$ cat src/rtl/lane_swizzle_pkg.sv
// Shared types for the lane swizzle pipe.
// Mode encoding and stats counter width.
package lane_swizzle_pkg;

  typedef enum logic [1:0] {
    MODE_PASS        = 2'd0,
    MODE_SWAP_HALVES = 2'd1,
    MODE_REVERSE     = 2'd2,
    MODE_MAP         = 2'd3
  } mode_e;

  localparam int XFER_CNT_W = 16;

endpackage

$ cat src/rtl/lane_swizzle_fifo.sv
// Registered FIFO with zeroed storage on reset.
// Head entry is read directly; no fall-through.
module lane_swizzle_fifo #(
  parameter  int W     = 8,
  parameter  int DEPTH = 4,
  localparam int AW    = $clog2(DEPTH),
  localparam int LW    = $clog2(DEPTH+1)
) (
  input  logic          clk,
  input  logic          rst_n,
  input  logic          push,
  input  logic          pop,
  input  logic [W-1:0]  wdata,
  output logic [W-1:0]  rdata,
  output logic [LW-1:0] level,
  output logic          full,
  output logic          empty
);

  logic [W-1:0]  mem [DEPTH];
  logic [AW-1:0] wr_ptr;
  logic [AW-1:0] rd_ptr;
  logic [LW-1:0] cnt;
  logic          do_push;
  logic          do_pop;

  assign full    = (cnt == LW'(DEPTH));
  assign empty   = (cnt == '0);
  assign do_push = push && !full;
  assign do_pop  = pop && !empty;
  assign rdata   = mem[rd_ptr];
  assign level   = cnt;

  // Pointers are log2(DEPTH) wide so they wrap on their own.
  always_ff @(posedge clk) begin
    if (!rst_n) begin
      for (int i = 0; i < DEPTH; i++) begin
        mem[i] <= '0;
      end
      wr_ptr <= '0;
      rd_ptr <= '0;
      cnt    <= '0;
    end else begin
      if (do_push) begin
        mem[wr_ptr] <= wdata;
        wr_ptr      <= wr_ptr + AW'(1);
      end
      if (do_pop) begin
        rd_ptr <= rd_ptr + AW'(1);
      end
      unique case ({do_push, do_pop})
        2'b10:   cnt <= cnt + LW'(1);
        2'b01:   cnt <= cnt - LW'(1);
        default: cnt <= cnt;
      endcase
    end
  end

endmodule

$ cat src/rtl/lane_swizzle_pipe.sv
// Lane permutation in front of a registered FIFO.
// Define LANE_SWIZZLE_STATS_EN for the pop counter.
module lane_swizzle_pipe
  import lane_swizzle_pkg::*;
#(
  parameter  int LANES  = 4,
  parameter  int LANE_W = 2,
  parameter  int DEPTH  = 4,
  localparam int W      = LANES*LANE_W,
  localparam int SW     = $clog2(LANES),
  localparam int LW     = $clog2(DEPTH+1)
) (
  input  logic                  clk,
  input  logic                  rst_n,
  input  logic                  cfg_we,
  input  logic [1:0]            cfg_mode,
  input  logic [LANES*SW-1:0]   cfg_map,
  input  logic                  in_valid,
  output logic                  in_ready,
  input  logic [W-1:0]          in_data,
  output logic                  out_valid,
  input  logic                  out_ready,
  output logic [W-1:0]          out_data,
  output logic [LANE_W-1:0]     out_and,
  output logic [LW-1:0]         level,
  output logic [XFER_CNT_W-1:0] xfer_cnt
);

  mode_e                mode_q;
  logic [LANES*SW-1:0]  map_q;
  logic [W-1:0]         swz;
  logic [LANE_W-1:0]    and_acc;
  logic                 push;
  logic                 pop;
  logic                 full;
  logic                 empty;

  always_ff @(posedge clk) begin
    if (!rst_n) begin
      mode_q <= MODE_PASS;
      for (int i = 0; i < LANES; i++) begin
        map_q[i*SW +: SW] <= SW'(i);
      end
    end else if (cfg_we) begin
      mode_q <= mode_e'(cfg_mode);
      map_q  <= cfg_map;
    end
  end

  function automatic logic [SW-1:0] src_lane(
    input mode_e               m,
    input logic [LANES*SW-1:0] map,
    input int                  i
  );
    logic [SW-1:0] s;
    s = SW'(i);
    unique case (m)
      MODE_PASS:        s = SW'(i);
      MODE_SWAP_HALVES: s = SW'(i) ^ SW'(LANES/2);
      MODE_REVERSE:     s = SW'(LANES-1-i);
      MODE_MAP:         s = map[i*SW +: SW];
      default:          s = SW'(i);
    endcase
    return s;
  endfunction

  // Registered config applies, so a same-cycle cfg_we sees the old mode.
  always_comb begin
    swz = '0;
    for (int i = 0; i < LANES; i++) begin
      swz[i*LANE_W +: LANE_W] =
        in_data[int'(src_lane(mode_q, map_q, i))*LANE_W +: LANE_W];
    end
  end

  assign in_ready  = !full;
  assign out_valid = !empty;
  assign push      = in_valid && in_ready;
  assign pop       = out_valid && out_ready;

  lane_swizzle_fifo #(
    .W     (W),
    .DEPTH (DEPTH)
  ) u_fifo (
    .clk   (clk),
    .rst_n (rst_n),
    .push  (push),
    .pop   (pop),
    .wdata (swz),
    .rdata (out_data),
    .level (level),
    .full  (full),
    .empty (empty)
  );

  always_comb begin
    and_acc = '1;
    for (int i = 0; i < LANES; i++) begin
      and_acc = and_acc & out_data[i*LANE_W +: LANE_W];
    end
  end

  assign out_and = and_acc;

`ifdef LANE_SWIZZLE_STATS_EN
  logic [XFER_CNT_W-1:0] cnt_q;

  always_ff @(posedge clk) begin
    if (!rst_n) begin
      cnt_q <= '0;
    end else if (pop && (cnt_q != '1)) begin
      cnt_q <= cnt_q + XFER_CNT_W'(1);
    end
  end

  assign xfer_cnt = cnt_q;
`else
  assign xfer_cnt = '0;
`endif

endmodule

$ cat config.mk
export PLATFORM = sky130hd
export DESIGN_NAME = lane_swizzle_pipe
export DESIGN_NICKNAME = d
export VERILOG_FILES = /design/src/rtl/lane_swizzle_pkg.sv /design/src/rtl/lane_swizzle_fifo.sv /design/src/rtl/lane_swizzle_pipe.sv
export SDC_FILE = /design/constraint.sdc
export NUM_CORES = 1
export LEC_CHECK = 0
export CAP_MARGIN = 20
export CORE_ASPECT_RATIO = 2
export CORE_MARGIN = 8
export CORE_UTILIZATION = 56
export DETAILED_ROUTE_END_ITERATION = 16
export GPL_TIMING_DRIVEN = 0
export PLACE_DENSITY_LB_ADDON = 0.12
export SYNTH_ARGS = -nofsm -noshare
export SYNTH_HDL_FRONTEND = slang
export SYNTH_SLANG_ARGS = --single-unit
$ cat constraint.sdc
create_clock -name clk -period 4.3 [get_ports clk]
set_input_delay 0.645 -clock clk [delete_from_list [all_inputs] [get_ports clk]]
set_output_delay 0.645 -clock clk [all_outputs]
set_load 0.005 [all_outputs]
# ---- After elaboration in Yosys (flattened, before gate mapping)
# Memories as Yosys holds them, arrays and structs flattened. A register that Yosys moved wholly into a read port is not among the register bits.
# Cells that the tools add are included.
dict set report totals {
  ff_bits 17
  ram_bits 32
  inputBits 23
  out_inout_bits 31
  word_cells 47
  mem_count 1
}
dict set report op_classes {
  add_sub_neg 4
  eq_ne 6
  shift 4
  muxes 14
  n_bitwise 3
  n_reduce_logical 10
}
# memory words width read_ports rd_clocked_by_memory_dff write_ports line
set memory_table {}
lappend memory_table {u_fifo.mem 4 8 1 1 4 lane_swizzle_fifo.sv:20} ;# logic [W-1:0] mem [DEPTH];
# op count
set op_table {}
lappend op_table {{$pmux W2 S4} 4}
lappend op_table {{$shiftx A8 B4 Y2} 4}
lappend op_table {{$mux W8} 1}
lappend op_table {{$reduce_or A8 Y1} 1}
lappend op_table {{$and A2 B2 Y2} 3}
lappend op_table {{$eq A2 B2 Y1 const B} 3}
lappend op_table {{$mux W2} 3}
lappend op_table {{$pmux W3 S2} 1}
lappend op_table {{$mux W1} 5}
lappend op_table {{$add A2 B1 Y2 const B} 2}
lappend op_table {{$eq A2 B1 Y1 const B} 2}
lappend op_table {{$logic_and A1 B1 Y1} 4}
lappend op_table {{$add A3 B1 Y3 const B} 1}
lappend op_table {{$eq A3 B3 Y1 const B} 1}
lappend op_table {{$logic_not A3 Y1} 1}
lappend op_table {{$sub A3 B1 Y3 const B} 1}
lappend op_table {{$logic_not A1 Y1} 2}
lappend op_table {{$logic_not A2 Y1} 1}
lappend op_table {{$reduce_bool A2 Y1} 1}

# ---- Logic depth before layout (Yosys ltp)
dict set report depth {
  depth_word 9
  mapped_depth 8
  mapped_depth_nobuf 8
}

# ---- Cells and area by module
# From an unflattened synthesis, not the netlist that was laid out.
dict set report unflattened {
  cells_unflattened 206
  hier_area_um2 2665.1
}
# module instances cells_each area_each_um2 seq_area_each_um2
set modules_own_cells {}
lappend modules_own_cells {lane_swizzle_fifo 1 130 1869.3 1141.1}
lappend modules_own_cells {lane_swizzle_pipe 1 76 795.8 200.2}

# ---- Worst setup path after synthesis
# OpenSTA, ideal clock, no wires.
dict set report synth_path {
  kind {register to register}
  start {register u_fifo.cnt[2] (netlist: u_fifo.level[2])}
  end {register u_fifo.cnt[2] (netlist: u_fifo.level[2])}
  setup_ns 0.076
  arrival_time_ns 2.059
  required_time_ns 4.224
  path_slack_ns 2.165
  stages_incl_launch_ff 9
  n_path_buf 0
  synth_period_minus_slack_ns 2.135
  cell_sequence {dfxtp_1 > or3b_4 > nand2_1 > ha_1 > inv_1 > fa_1 > xor2_1 > or3_1 > a21boi_0}
}
dict set report synth_via {
  elab_chain_cells 6
  elab_cells_between_ends 14
  cone_classes {add/sub: 2; eq/ne: 3; mux: 1; reduce/logical: 8}
}
# item line
set synth_rtl {}
lappend synth_rtl {{start: declaration} lane_swizzle_fifo.sv:23} ;# logic [LW-1:0] cnt;
lappend synth_rtl {{start signal: assignment} lane_swizzle_fifo.sv:52} ;# 2'b10: cnt <= cnt + LW'(1);
lappend synth_rtl {{start signal: assignment} lane_swizzle_fifo.sv:53} ;# 2'b01: cnt <= cnt - LW'(1);
lappend synth_rtl {{start signal: assignment} lane_swizzle_fifo.sv:54} ;# default: cnt <= cnt;
lappend synth_rtl {{$eq A3 B3 Y1 (*)} lane_swizzle_fifo.sv:27} ;# assign full = (cnt == LW'(DEPTH));
lappend synth_rtl {{$logic_not A1 Y1 (*)} lane_swizzle_pipe.sv:76} ;# assign in_ready = !full;
lappend synth_rtl {{via in_ready} lane_swizzle_pipe.sv:19} ;# output logic in_ready,
lappend synth_rtl {{$logic_and A1 B1 Y1} lane_swizzle_pipe.sv:78} ;# assign push = in_valid && in_ready;
lappend synth_rtl {{$logic_and A1 B1 Y1 (*)} lane_swizzle_fifo.sv:29} ;# assign do_push = push && !full;
lappend synth_rtl {{$eq A2 B1 Y1 or $eq A2 B2 Y1 (tied branches)} lane_swizzle_fifo.sv:51} ;# unique case ({do_push, do_pop})
lappend synth_rtl {{$pmux W3 S2 or $reduce_bool A2 Y1 (tied branches)} --}
# The timed path passes the listed nets; every way through them passes the cells marked *.
# A chain may end at the register's enable or synchronous reset.

==> impl_metrics.ini <==
[status]
run_status = completed

[global_routing]
global_route.overflow_total = 0
first_pass_grt_wire_length_um = 9890
grt_start_max_net_pins = 17
total_track_usage = 0.168
via_count_of_the_first_global_routing_pass = 2144
antenna_violations_before_repair = 0

[die]
fp-row-count = 36
core_um2 = 4820
die_h_um = 116
io_pins = 54
initial_utilization = 0.576
die_w_um = 65.8
area_enclosed_by_the_die_boundary_um2 = 7600

[yosys]
synth_top_cell_by_area = sky130_fd_sc_hd__edfxtp_1
ys.flop_type = sky130_fd_sc_hd__edfxtp_1
syn-cell-area_um2 = 2770
netlist-cell-type-count = 44
netlist.area_leader.share = 0.346
yosys_synthesis_warning_count = 0
ys_top_cells_by_area = sky130_fd_sc_hd__edfxtp_1, sky130_fd_sc_hd__dfxtp_1, sky130_fd_sc_hd__mux2i_1
async_flop_share = 0
netlist_instances = 259
synth_seq_cells = 51
syn_avg_cell_area_um2 = 10.7
synth.yosys.seq_area_share = 0.484
number_of_synthesized_flops_with_an_enable_pin = 32

[clock_tree]
post_cts.repair.setup_buffers = 0
numCtsBuffers = 5
clock_tree.root_cell = sky130_fd_sc_hd__clkbuf_8
cts.reportedPaths.clkPinSlew_ns = 0.10
post_cts_resized = 0
clock_insertion_delay_worst_skew_ns = 0.32
hold_buffer_count_at_cts = 0
cts_buffer_depth = 2
cts.htree.levels = 2
cts.sinks = 51
tritoncts = yes

[detailed_routing]
remaining_drc_errors = 0
first_iter_violations = 62
vias = 2101
final_antenna_net_count = 0
routed_via_density = 5.57
drt_pre_antenna_iters = 4
drt_wl_total_um = 6030
wire_per_inst_um = 16.0

[timing]
maxSlewHeadroom = 0.561
max_slew.worst_pin.slew_ns = 0.654
final_min_period_over_clock_period = 0.646
setup_tns_ns = 0
slew_violations = 0
rsz_0062_raised_after_global_routing = false
setup_viol = 0
holdWs_ns = 0.544
finClkSkew_ns = 0.00995
finalCriticalPeriod_ns = 2.78
final_hold_viol_count = 0
fmax_ghz = 0.360

[setup_path]
timing.critical_path.slowest_stage_cell = sky130_fd_sc_hd__mux4_2
crit_path_max_fanout = 8
path_class = reg -> out
worst_path_dominant_cell_family = buffers and inverters
critPathRequiredTime_ns = 3.65
worst_setup_path_start_kind = flip-flop
critPathMaxStageDelay_ns = 0.57
worst-path-buf-inv = 2
data_arrival_time_of_the_critical_path_ns = 2.13
setup.worst_path.end_class = primary output
critical_path.cell_chain = buf_2 -> mux4_2 -> and4_1 -> clkdlybuf4s50_1
reg2reg_slack_ns = 2.04

[cells_and_area]
antennaDiodeCount = 0
final_util = 0.703
drive_above_1_share = 0.153
fin_area_um2 = 3390
final_net_count = 344
syn_to_final_growth_pct = 22.2
instances_no_fill = 377

[placed_design]
finalWeightedCongestion = 0.910
postPlaceCellArea_um2 = 3280
placed_cells_incl_taps = 369
io_buffer_count = 36
post-dp-hpwl_um = 4760

[power_and_ir_drop]
peakVddDrop_uv = 402
power-per-cell-area_nw_per_um2 = 423
leakage_nw = 1.34

[flow_run]
maxCapViolCount = 0

[hold_path]
worstHoldPathType = reg -> reg
[worst reg2reg max path, stage by stage (launching register included)]
cell and delay, ns:
sky130_fd_sc_hd__dfxtp_1 0.41, sky130_fd_sc_hd__or3b_4 0.42, sky130_fd_sc_hd__nand2_1 0.12, sky130_fd_sc_hd__ha_1 0.20, sky130_fd_sc_hd__inv_1 0.07, sky130_fd_sc_hd__fa_1 0.37
sky130_fd_sc_hd__xor2_1 0.15, sky130_fd_sc_hd__or3_1 0.30, sky130_fd_sc_hd__a21boi_0 0.16
[cell usage in the layout, fill, tap and decap left out, types with 2 or more instances in the layout]
master | netlist | final
sky130_fd_sc_hd__o31ai_1 | 3 | 3
sky130_fd_sc_hd__a21oi_1 | 6 | 6
sky130_fd_sc_hd__nor3_1 | 3 | 3
sky130_fd_sc_hd__nor2b_1 | 6 | 6
sky130_fd_sc_hd__clkbuf_1 | 6 | 6
sky130_fd_sc_hd__a21boi_0 | 3 | 3
sky130_fd_sc_hd__a311oi_1 | 3 | 3
sky130_fd_sc_hd__nand2b_1 | 3 | 3
sky130_fd_sc_hd__nand3_1 | 6 | 6
sky130_fd_sc_hd__dfxtp_1 | 19 | 19
sky130_fd_sc_hd__buf_4 | 16 | 18
sky130_fd_sc_hd__o22ai_1 | 2 | 2
sky130_fd_sc_hd__and4_1 | 2 | 2
sky130_fd_sc_hd__xnor2_1 | 4 | 4
sky130_fd_sc_hd__clkdlybuf4s50_1 | 0 | 36
sky130_fd_sc_hd__edfxtp_1 | 32 | 32
sky130_fd_sc_hd__clkbuf_8 | 0 | 5
sky130_fd_sc_hd__or3_1 | 4 | 4
sky130_fd_sc_hd__conb_1 | 1 | 16
sky130_fd_sc_hd__buf_2 | 8 | 8
sky130_fd_sc_hd__nand2_1 | 16 | 16
sky130_fd_sc_hd__o21ai_0 | 9 | 9
sky130_fd_sc_hd__a21oi_2 | 2 | 2
sky130_fd_sc_hd__a211oi_1 | 2 | 2
sky130_fd_sc_hd__nand3b_1 | 6 | 6
sky130_fd_sc_hd__xor2_1 | 2 | 2
sky130_fd_sc_hd__inv_1 | 8 | 8
sky130_fd_sc_hd__nor2_1 | 35 | 35
sky130_fd_sc_hd__buf_6 | 3 | 3
sky130_fd_sc_hd__and2_1 | 8 | 8
sky130_fd_sc_hd__mux2i_1 | 19 | 19
sky130_fd_sc_hd__mux4_2 | 8 | 8
[synthesized netlist by cell type (8+ instances only)]
library cell,n
sky130_fd_sc_hd__nor2_1,35
sky130_fd_sc_hd__edfxtp_1,32
sky130_fd_sc_hd__dfxtp_1,19
sky130_fd_sc_hd__mux2i_1,19
sky130_fd_sc_hd__buf_4,16
sky130_fd_sc_hd__nand2_1,16
sky130_fd_sc_hd__o21ai_0,9
sky130_fd_sc_hd__and2_1,8
sky130_fd_sc_hd__buf_2,8
sky130_fd_sc_hd__inv_1,8
sky130_fd_sc_hd__mux4_2,8
[worst paths after layout]
path                           to       startpoint  cells after the start
setup / recovery       out_and[0]        flip-flop                      4
hold / removal    u_fifo.level[2]  u_fifo.level[2]                      2
setup reg to reg  u_fifo.level[2]  u_fifo.level[2]                      8
hold reg to reg   u_fifo.level[2]  u_fifo.level[2]                      2
[cell families (layout without fill, tap and decap cells)]
family | count (synthesis) | in the layout | synth area share
AOI/OAI and AO/OA | 36 | 36 | 0.0880
xor gates and xnor gates | 6 | 6 | 0.0189
adders and majority gates | 2 | 2 | 0.0117
buffers and inverters | 42 | 88 | 0.0902
DFF | 51 | 51 | 0.484
muxes | 27 | 27 | 0.134
other | 1 | 16 | 0.00135
and+or+nand+nor | 94 | 94 | 0.173
[final cells by class]
cell class                 instances  area (um2)
clock buffer                       5        68.8
buffer                            34         220
fill                             375        1430
clock inverter                     3        43.8
timing repair buffer              38         375
inverter                           8        30.0
tap                               57        71.3
multi-input combinational        181        1240
sequential                        51        1340
[power by group]
part,switching [mW],internal [mW]
clock network,0.164,0.173
logic,0.204,0.263
registers,0.0392,0.590
total,0.408,1.03
[registers in the layout, summed over array words and instances, names as in the netlist, named ones only]
register	cells
map_q	8
u_fifo.level	3
u_fifo.wr_ptr	2
u_fifo.mem	32
u_fifo.rd_ptr	2
mode_q	2
[routing by layer]
metal	part of all wire	up-vias	global-route usage	wire [um]
met2	0.58	59	0.323	3500
li1	-	1018	-	-
met3	0.041	11	0.0329	248
met1	0.35	1013	0.155	2140
met5	0	-	0	0
met4	0.023	0	0.0924	136
[stage by stage]
step	power (mW)	setup WS, ns
6_report	1.43	1.52
5_1_grt	1.50	1.42
4_1_cts	1.44	1.50
3_5_place_dp	1.11	1.63
3_3_place_gp	1.09	1.60
2_1_floorplan	0.912	2.16
(Power assumes the default switching activity.)
